==> config.mk <==
export PLATFORM = sky130hd
export DESIGN_NAME = halt_request_controller
export DESIGN_NICKNAME = d
export VERILOG_FILES = /design/src/rtl/halt_request_controller.sv
export SDC_FILE = /design/constraint.sdc
export NUM_CORES = 1
export LEC_CHECK = 0
export CORE_ASPECT_RATIO = 1.5
export CORE_MARGIN = 3
export CORE_UTILIZATION = 40
export DETAILED_ROUTE_END_ITERATION = 16
export GPL_TIMING_DRIVEN = 0
export PLACE_DENSITY = 0.79
export REMOVE_ABC_BUFFERS = 1
export SLEW_MARGIN = 20
export SYNTH_ARGS = -nofsm -noshare
export SYNTH_HDL_FRONTEND = slang
export SYNTH_SLANG_ARGS = --single-unit
==> constraint.sdc <==
create_clock -name clk -period 5.6 [get_ports clk]
set_input_delay 1.68 -clock clk [delete_from_list [all_inputs] [get_ports clk]]
set_output_delay 1.68 -clock clk [all_outputs]
set_load 0.02 [all_outputs]
==> src/rtl/halt_request_controller.sv <==
// rtl/halt_request_controller.sv - stalls the CPU clock while a data access runs on the bus.
// A request in IDLE raises halt combinationally; the CPU sees one gated edge in DONE.
module halt_request_controller #(
  parameter int TIMEOUT = 16
) (
  input  logic        clk,
  input  logic        reset,
  input  logic        cpu_read,
  input  logic        cpu_write,
  input  logic [31:0] cpu_addr,
  input  logic [31:0] cpu_wdata,
  input  logic [3:0]  cpu_sel,
  output logic        halt,
  output logic [31:0] cpu_rdata,
  output logic        timeout_err,
  output logic        bus_cyc,
  output logic        bus_we,
  output logic [31:0] bus_adr,
  output logic [31:0] bus_dat_o,
  output logic [3:0]  bus_sel,
  input  logic        bus_ack,
  input  logic [31:0] bus_dat_i
);

  typedef enum logic [1:0] {IDLE, BUSY, DONE} state_t;

  localparam logic [7:0] LAST_COUNT = 8'(TIMEOUT - 1);

  state_t     state;
  state_t     state_next;
  logic [7:0] count;
  logic       req;
  logic       start;
  logic       ack_done;
  logic       abort;

  assign req  = cpu_read | cpu_write;
  assign halt = !reset && (((state == IDLE) && req) || (state == BUSY));

  always_ff @(posedge clk or posedge reset) begin
    if (reset) begin
      state <= IDLE;
    end else begin
      state <= state_next;
    end
  end

  // An ack arriving on the final timeout cycle takes priority over the abort.
  always_comb begin
    state_next = state;
    start      = 1'b0;
    ack_done   = 1'b0;
    abort      = 1'b0;
    case (state)
      IDLE: begin
        if (req) begin
          start      = 1'b1;
          state_next = BUSY;
        end
      end
      BUSY: begin
        if (bus_ack) begin
          ack_done   = 1'b1;
          state_next = DONE;
        end else if (count == LAST_COUNT) begin
          abort      = 1'b1;
          state_next = DONE;
        end
      end
      DONE:    state_next = IDLE;
      default: state_next = IDLE;
    endcase
  end

  always_ff @(posedge clk or posedge reset) begin
    if (reset) begin
      count       <= 8'd0;
      bus_cyc     <= 1'b0;
      bus_we      <= 1'b0;
      bus_adr     <= 32'd0;
      bus_dat_o   <= 32'd0;
      bus_sel     <= 4'd0;
      cpu_rdata   <= 32'd0;
      timeout_err <= 1'b0;
    end else begin
      timeout_err <= 1'b0;
      if (start) begin
        count     <= 8'd0;
        bus_cyc   <= 1'b1;
        bus_we    <= cpu_write;
        bus_adr   <= {cpu_addr[31:2], 2'b00};
        bus_dat_o <= cpu_wdata;
        bus_sel   <= cpu_sel;
      end else if (ack_done) begin
        bus_cyc <= 1'b0;
        if (!bus_we) begin
          cpu_rdata <= bus_dat_i;
        end
      end else if (abort) begin
        bus_cyc     <= 1'b0;
        timeout_err <= 1'b1;
        if (!bus_we) begin
          cpu_rdata <= 32'd0;
        end
      end else if (state == BUSY) begin
        count <= count + 8'd1;
      end
    end
  end

endmodule

==> qor.yml, run 1 <==
run_status:
  status: "completed"
detailed_routing:
  wl_per_cell_um: 15.45
  wl_um: 11710
  viasPerCell: 4.731
  drc: 0
  vias: 3586
  firstDrtPassIters: 5
  drt_iter0_markers: 101
  final_antenna_net_count: 0
pwr:
  pwr-share-seq: 0.344
  power_mw: 3.927
  clkPwrFrac: 0.160
  power_frac_comb: 0.496
  p_sw_frac: 0.3795
  powerDensity_mw_per_mm2: 581.8
  internal_power_mw: 2.437
  switching_power_mw: 1.491
  vdd_ir_drop_max_mv: 0.2876
  p_leak_nw: 3.157
logic_synthesis:
  synth.distinct_cells: 31
  synthCells: 417
  async_reset_ff_frac: 1.000
  synth_seq_cells: 111
  synth-seq-area-share: 0.6584
  yosys_warnings: 0
  avgSynthCellArea_um2: 10.12
  synth_ff_type: "dfrtp_1"
  syn_area_mm2: 0.004219
  synth_edf_count: 0
worst_setup_path:
  cp_max_fo: 12
  reg2reg_slack_ps: 3480
  required_ps: 3920
  crit_arrival_ps: 3400
  r2r_cells: 4
  crit_path_end_kind: "output port"
  path_class: "input port to output port"
  r2r_end: "cpu_rdata[4]"
  r2r_start: "count[4]"
  worstSetupStartpointType: "input port"
sta:
  rsz0062_at_grt: "false"
  finalHoldViolCount: 0
  min_period_over_period: 0.9069
  slew_viol_final: 0
  slew-limit-headroom: 0.5684
  whs_ps: 474.5
  clock_skew_ps: 6.026
  worstMarginPinSlew_ps: 647.4
  fmax_ghz: 0.1969
  tns_ps: 0
  setup_viol: 0
  period_minus_slack_ps: 5079
clocking:
  clkSlewWorstSetupHoldPaths_ps: 70
  ctsHoldBuffers: 0
  cts_root_buf: "clkbuf_16"
  clkSinkCount: 111
  numCtsBuffers: 9
  cts_htree_levels: 3
  cts_tree: "yes"
  insertion_delay_ps: 340
  cts_setup_buffers: 0
  cts-resized-gates: 0
  clockBufferDepth: 2
cells_and_area:
  layoutNonFillerInstCount: 758
  multi_input_comb_area_mm2: 0.001344
  nets: 718
  areaGrowthSynthToFinish_pct: 59.99
  fillers: 798
  utilization: 0.6624
  layout.cells.most_common_list: "nand2_1 (204), clkdlybuf4s50_1 (204), dfrtp_1 (111), a22o_1 (33), clkbuf_16 (9)"
  num_antenna_cells: 0
  layout.area.seq_mm2: 0.002778
  drive_gt1_frac: 0.04052
floorplan:
  die_x_um: 89.86
  die_h_um: 131.8
  num_io_pins: 209
  row_count: 45
  floorplan.initialDensity: 0.4140
  dieArea_mm2: 0.01184
  core_mm2: 0.01019
global_routing:
  grt_max_degree: 72
  grt_overflow: 0
  first_global_vias: 3740
  grt_usage: 0.2040
  grt_pass1_wl_um: 19540
  antenna_found_initial: 0
run:
  maxCapViolations: 0
placement:
  dp.cells: 742
  place_hpwl_um: 8584
  gp_congestion: 0.7365
  io_buffers: 204
min_path:
  hold_depth: 2
  hp-start: "bus_dat_o[25]"
  hold_end: "bus_dat_o[25]"
  hp-class: "flip-flop to flip-flop"
==> through the flow <==
stage	area, um^2	setup WS, ps
global route	6750	424.3
global placement	6329	-2855
detailed placement	6455	516.8
CTS	6746	505.8
finish	6750	521.4
floorplan	4110	-703.2
==> state kept, by name (all words and copies together), names as in the netlist <==
register     cells
bus_adr         30
bus_cyc          1
bus_dat_o       32
bus_sel          4
bus_we           1
count            8
cpu_rdata       32
state            2
timeout_err      1
==> logic make-up after synthesis <==
group,count (synthesis),synth area share
flops,111,0.6584
other cells,1,0.0008888
xor+xnor,2,0.004153
buf+inv,28,0.02936
simple gates,225,0.2114
fa+ha+maj,1,0.002965
compound gates,48,0.09045
mux,1,0.002373
==> power groups by stage <==
stage | Clock (mW) | Combinational [mW] | Sequential, mW
2_1_floorplan | 0 | 0.529 | 1.78
3_3_place_gp | 0 | 1.90 | 1.34
3_5_place_dp | 0 | 1.96 | 1.36
4_1_cts | 0.649 | 1.97 | 1.35
5_1_grt | 0.681 | 2.09 | 1.40
6_report | 0.628 | 1.95 | 1.35
==> synthesized netlist by cell type, types with 2 or more instances <==
| master | n | area, um^2 |
|---|---|---|
| a22o_1 | 33 | 289.0 |
| a21oi_1 | 4 | 20.02 |
| xnor2_1 | 2 | 17.52 |
| dfrtp_1 | 111 | 2778 |
| buf_2 | 3 | 15.01 |
| buf_4 | 2 | 15.01 |
| o21ai_0 | 3 | 15.01 |
| nor2_1 | 6 | 22.52 |
| o31ai_1 | 3 | 22.52 |
| nand3_1 | 5 | 25.02 |
| or4_1 | 2 | 15.01 |
| clkbuf_1 | 19 | 71.32 |
| inv_1 | 3 | 11.26 |
| nand2_1 | 204 | 765.7 |
==> cell type report <==
class,instances,area share
clock buffers,12,0.03652
clock inverters,4,0.006673
inverters,3,0.002410
multi-input cells,279,0.1991
flip-flops and latches,111,0.4115
well taps,141,0.02614
repair buffers,208,0.3177
==> routing by layer <==
layer | GRT usage | wire length, um | part of all wire
met5 | 0 | 0 | 0
met4 | 0.06729 | 250 | 0.021
met3 | 0.06396 | 858 | 0.073
met2 | 0.3476 | 5962 | 0.51
met1 | 0.2466 | 4641 | 0.40
==> worst max-delay path by stage <==
stage	endpoint	slack, ps	cells after the start	start
2_1_floorplan	halt	-700	2	cpu_write
3_3_place_gp	halt	-2850	4	cpu_write
3_5_place_dp	halt	520	4	cpu_write
4_1_cts	halt	510	4	cpu_write
5_1_grt	halt	420	4	cpu_write
6_report	halt	520	4	cpu_write
==> worst max-delay path, cell delays in order <==
cell	delay, ps
clkdlybuf4s50_1	510
o21ai_4	500
a21oi_1	130
clkdlybuf4s50_1	580
No activity file was read; power rests on OpenSTA's default activity.
==> inputs of run 2 (changes only) <==
--- a/config.mk
+++ b/config.mk
@@ -6,7 +6,7 @@
 export NUM_CORES = 1
 export LEC_CHECK = 0
 export CORE_ASPECT_RATIO = 1.5
-export CORE_MARGIN = 3
+export CORE_MARGIN = 2
 export CORE_UTILIZATION = 40
 export DETAILED_ROUTE_END_ITERATION = 16
 export GPL_TIMING_DRIVEN = 0
==> run 2 against run 1 <==
Net effect:
- largest power group unchanged
- clock power up 7.8%
- global-route usage down 0.30 points
- non-clock buffer count unchanged
- power up 1.1%
- highest routed layer unchanged
- register-to-register slack worse by 20 ps
- via count up 1.7%
==> qor.yml, run 2 (synthesized netlist as in run 1, its figures left out) <==
detailed_routing:
  drt_iter0_markers: 162
  wl_um: 11360
  vias: 3648
  viasPerCell: 4.813
  wl_per_cell_um: 14.99
  firstDrtPassIters: 4
  drc: 0
  final_antenna_net_count: 0
placement:
  place_hpwl_um: 8266
  gp_congestion: 0.7338
  post_dp_cell_area_mm2: 0.006455
  io_buffers: 204
  dp.cells: 742
clocking:
  cts-resized-gates: 0
  clkSlewWorstSetupHoldPaths_ps: 70
  ctsHoldBuffers: 0
  cts_root_buf: "clkbuf_16"
  cts_htree_levels: 3
  insertion_delay_ps: 340
  cts_tree: "yes"
  cts_setup_buffers: 0
  clockBufferDepth: 2
  clkSinkCount: 111
  numCtsBuffers: 9
pwr:
  power_frac_comb: 0.489
  vdd_ir_drop_max_mv: 0.2905
  internal_power_mw: 2.471
  clkPwrFrac: 0.171
  switching_power_mw: 1.498
  pwr-share-seq: 0.341
  p_sw_frac: 0.3774
  powerDensity_mw_per_mm2: 585.5
  p_leak_nw: 3.159
floorplan:
  num_io_pins: 209
  row_count: 45
  floorplan.initialDensity: 0.4140
  die_h_um: 129.8
  core_mm2: 0.01019
  dieArea_mm2: 0.01140
  die_x_um: 87.86
worst_setup_path:
  reg2reg_slack_ps: 3460
  r2r_end: "cpu_rdata[16]"
  crit_path_end_kind: "output port"
  crit_arrival_ps: 3470
  cp_max_fo: 16
  r2r_start: "count[4]"
  worstSetupStartpointType: "input port"
  r2r_cells: 4
  required_ps: 3920
  path_class: "input port to output port"
cells_and_area:
  drive_gt1_frac: 0.04376
  top_regs: "bus_dat_o (32), cpu_rdata (32), bus_adr (30)"
  layoutNonFillerInstCount: 758
  areaGrowthSynthToFinish_pct: 60.71
  fillers: 784
  layout.cells.most_common_list: "nand2_1 (204), clkdlybuf4s50_1 (204), dfrtp_1 (111), a22o_1 (33), clkbuf_16 (9)"
  stdcell_area_mm2: 0.006780
  nets: 718
  num_antenna_cells: 0
global_routing:
  grt_pass1_wl_um: 17980
  grt_overflow: 0
  grt_usage: 0.2010
  antenna_found_initial: 0
  first_global_vias: 3723
  grt_max_degree: 67
run:
  maxCapViolations: 0
min_path:
  hp-class: "flip-flop to flip-flop"
  hold_depth: 2
  hp-start: "bus_dat_o[11]"
  hold_end: "bus_dat_o[11]"
sta:
  finalHoldViolCount: 0
  slew-limit-headroom: 0.5565
  setup_viol: 0
  whs_ps: 472.4
  rsz0062_at_grt: "false"
  tns_ps: 0
  period_minus_slack_ps: 5147
  worstMarginPinSlew_ps: 665.3
  slew_viol_final: 0
  fmax_ghz: 0.1943
  clock_skew_ps: 6.451
  min_period_over_period: 0.9190
run_status:
  status: "completed"
run 2: changes by cell type in the layout (fill, tap and decap cells not counted), sizes merged:
cell	before	now
clkbuf	12	9
clkinv	3	1
inv	3	4
bufinv	1	2
clkinvlp	0	3
run 2: critical path, stage by stage:
cell             delay (ps)
clkdlybuf4s50_1         510
o21ai_4                 560
a21oi_1                 140
clkdlybuf4s50_1         570
run 2: routing by layer:
layer | vias up | wire length [um] | track usage
li1 | 1733 | - | -
met1 | 1740 | 4302 | 0.2354
met2 | 155 | 5799 | 0.3471
met3 | 20 | 951 | 0.06262
met4 | 0 | 305 | 0.06787
met5 | - | 0 | 0
run 2: power groups by stage:
stage | logic, mW | registers, mW | clock network, mW
6_report | 1.94 | 1.35 | 0.677
5_1_grt | 2.10 | 1.39 | 0.725
4_1_cts | 1.97 | 1.35 | 0.695
3_5_place_dp | 1.96 | 1.37 | 0
3_3_place_gp | 1.90 | 1.34 | 0
2_1_floorplan | 0.529 | 1.78 | 0
run 2: layout make-up:
| type | instances | area (um^2) | area share |
|---|---|---|---|
| inverter | 3 | 16.27 | 0.002399 |
| timing repair buffer | 208 | 2145 | 0.3163 |
| tap | 141 | 176.4 | 0.02602 |
| multi-input combinational | 279 | 1344 | 0.1982 |
| sequential | 111 | 2778 | 0.4097 |
| clock inverter | 7 | 96.34 | 0.01421 |
| clock buffer | 9 | 225.2 | 0.03322 |
run 2: worst max path at each step:
stage | from | to
after floorplan | cpu_write | halt
after global placement | cpu_write | halt
after detailed placement | cpu_write | halt
after CTS | cpu_write | halt
after global routing | cpu_write | halt
final | cpu_write | halt
run 2: metrics by stage:
step	setup slack [ps]	utilization	total power, mW
after CTS	424.6	0.6649	4.018
after detailed placement	442.1	0.6334	3.323
after global placement	-2905	0.6210	3.240
after global routing	375.9	0.6653	4.216
final	453.4	0.6653	3.970
after floorplan	-703.2	-	2.304
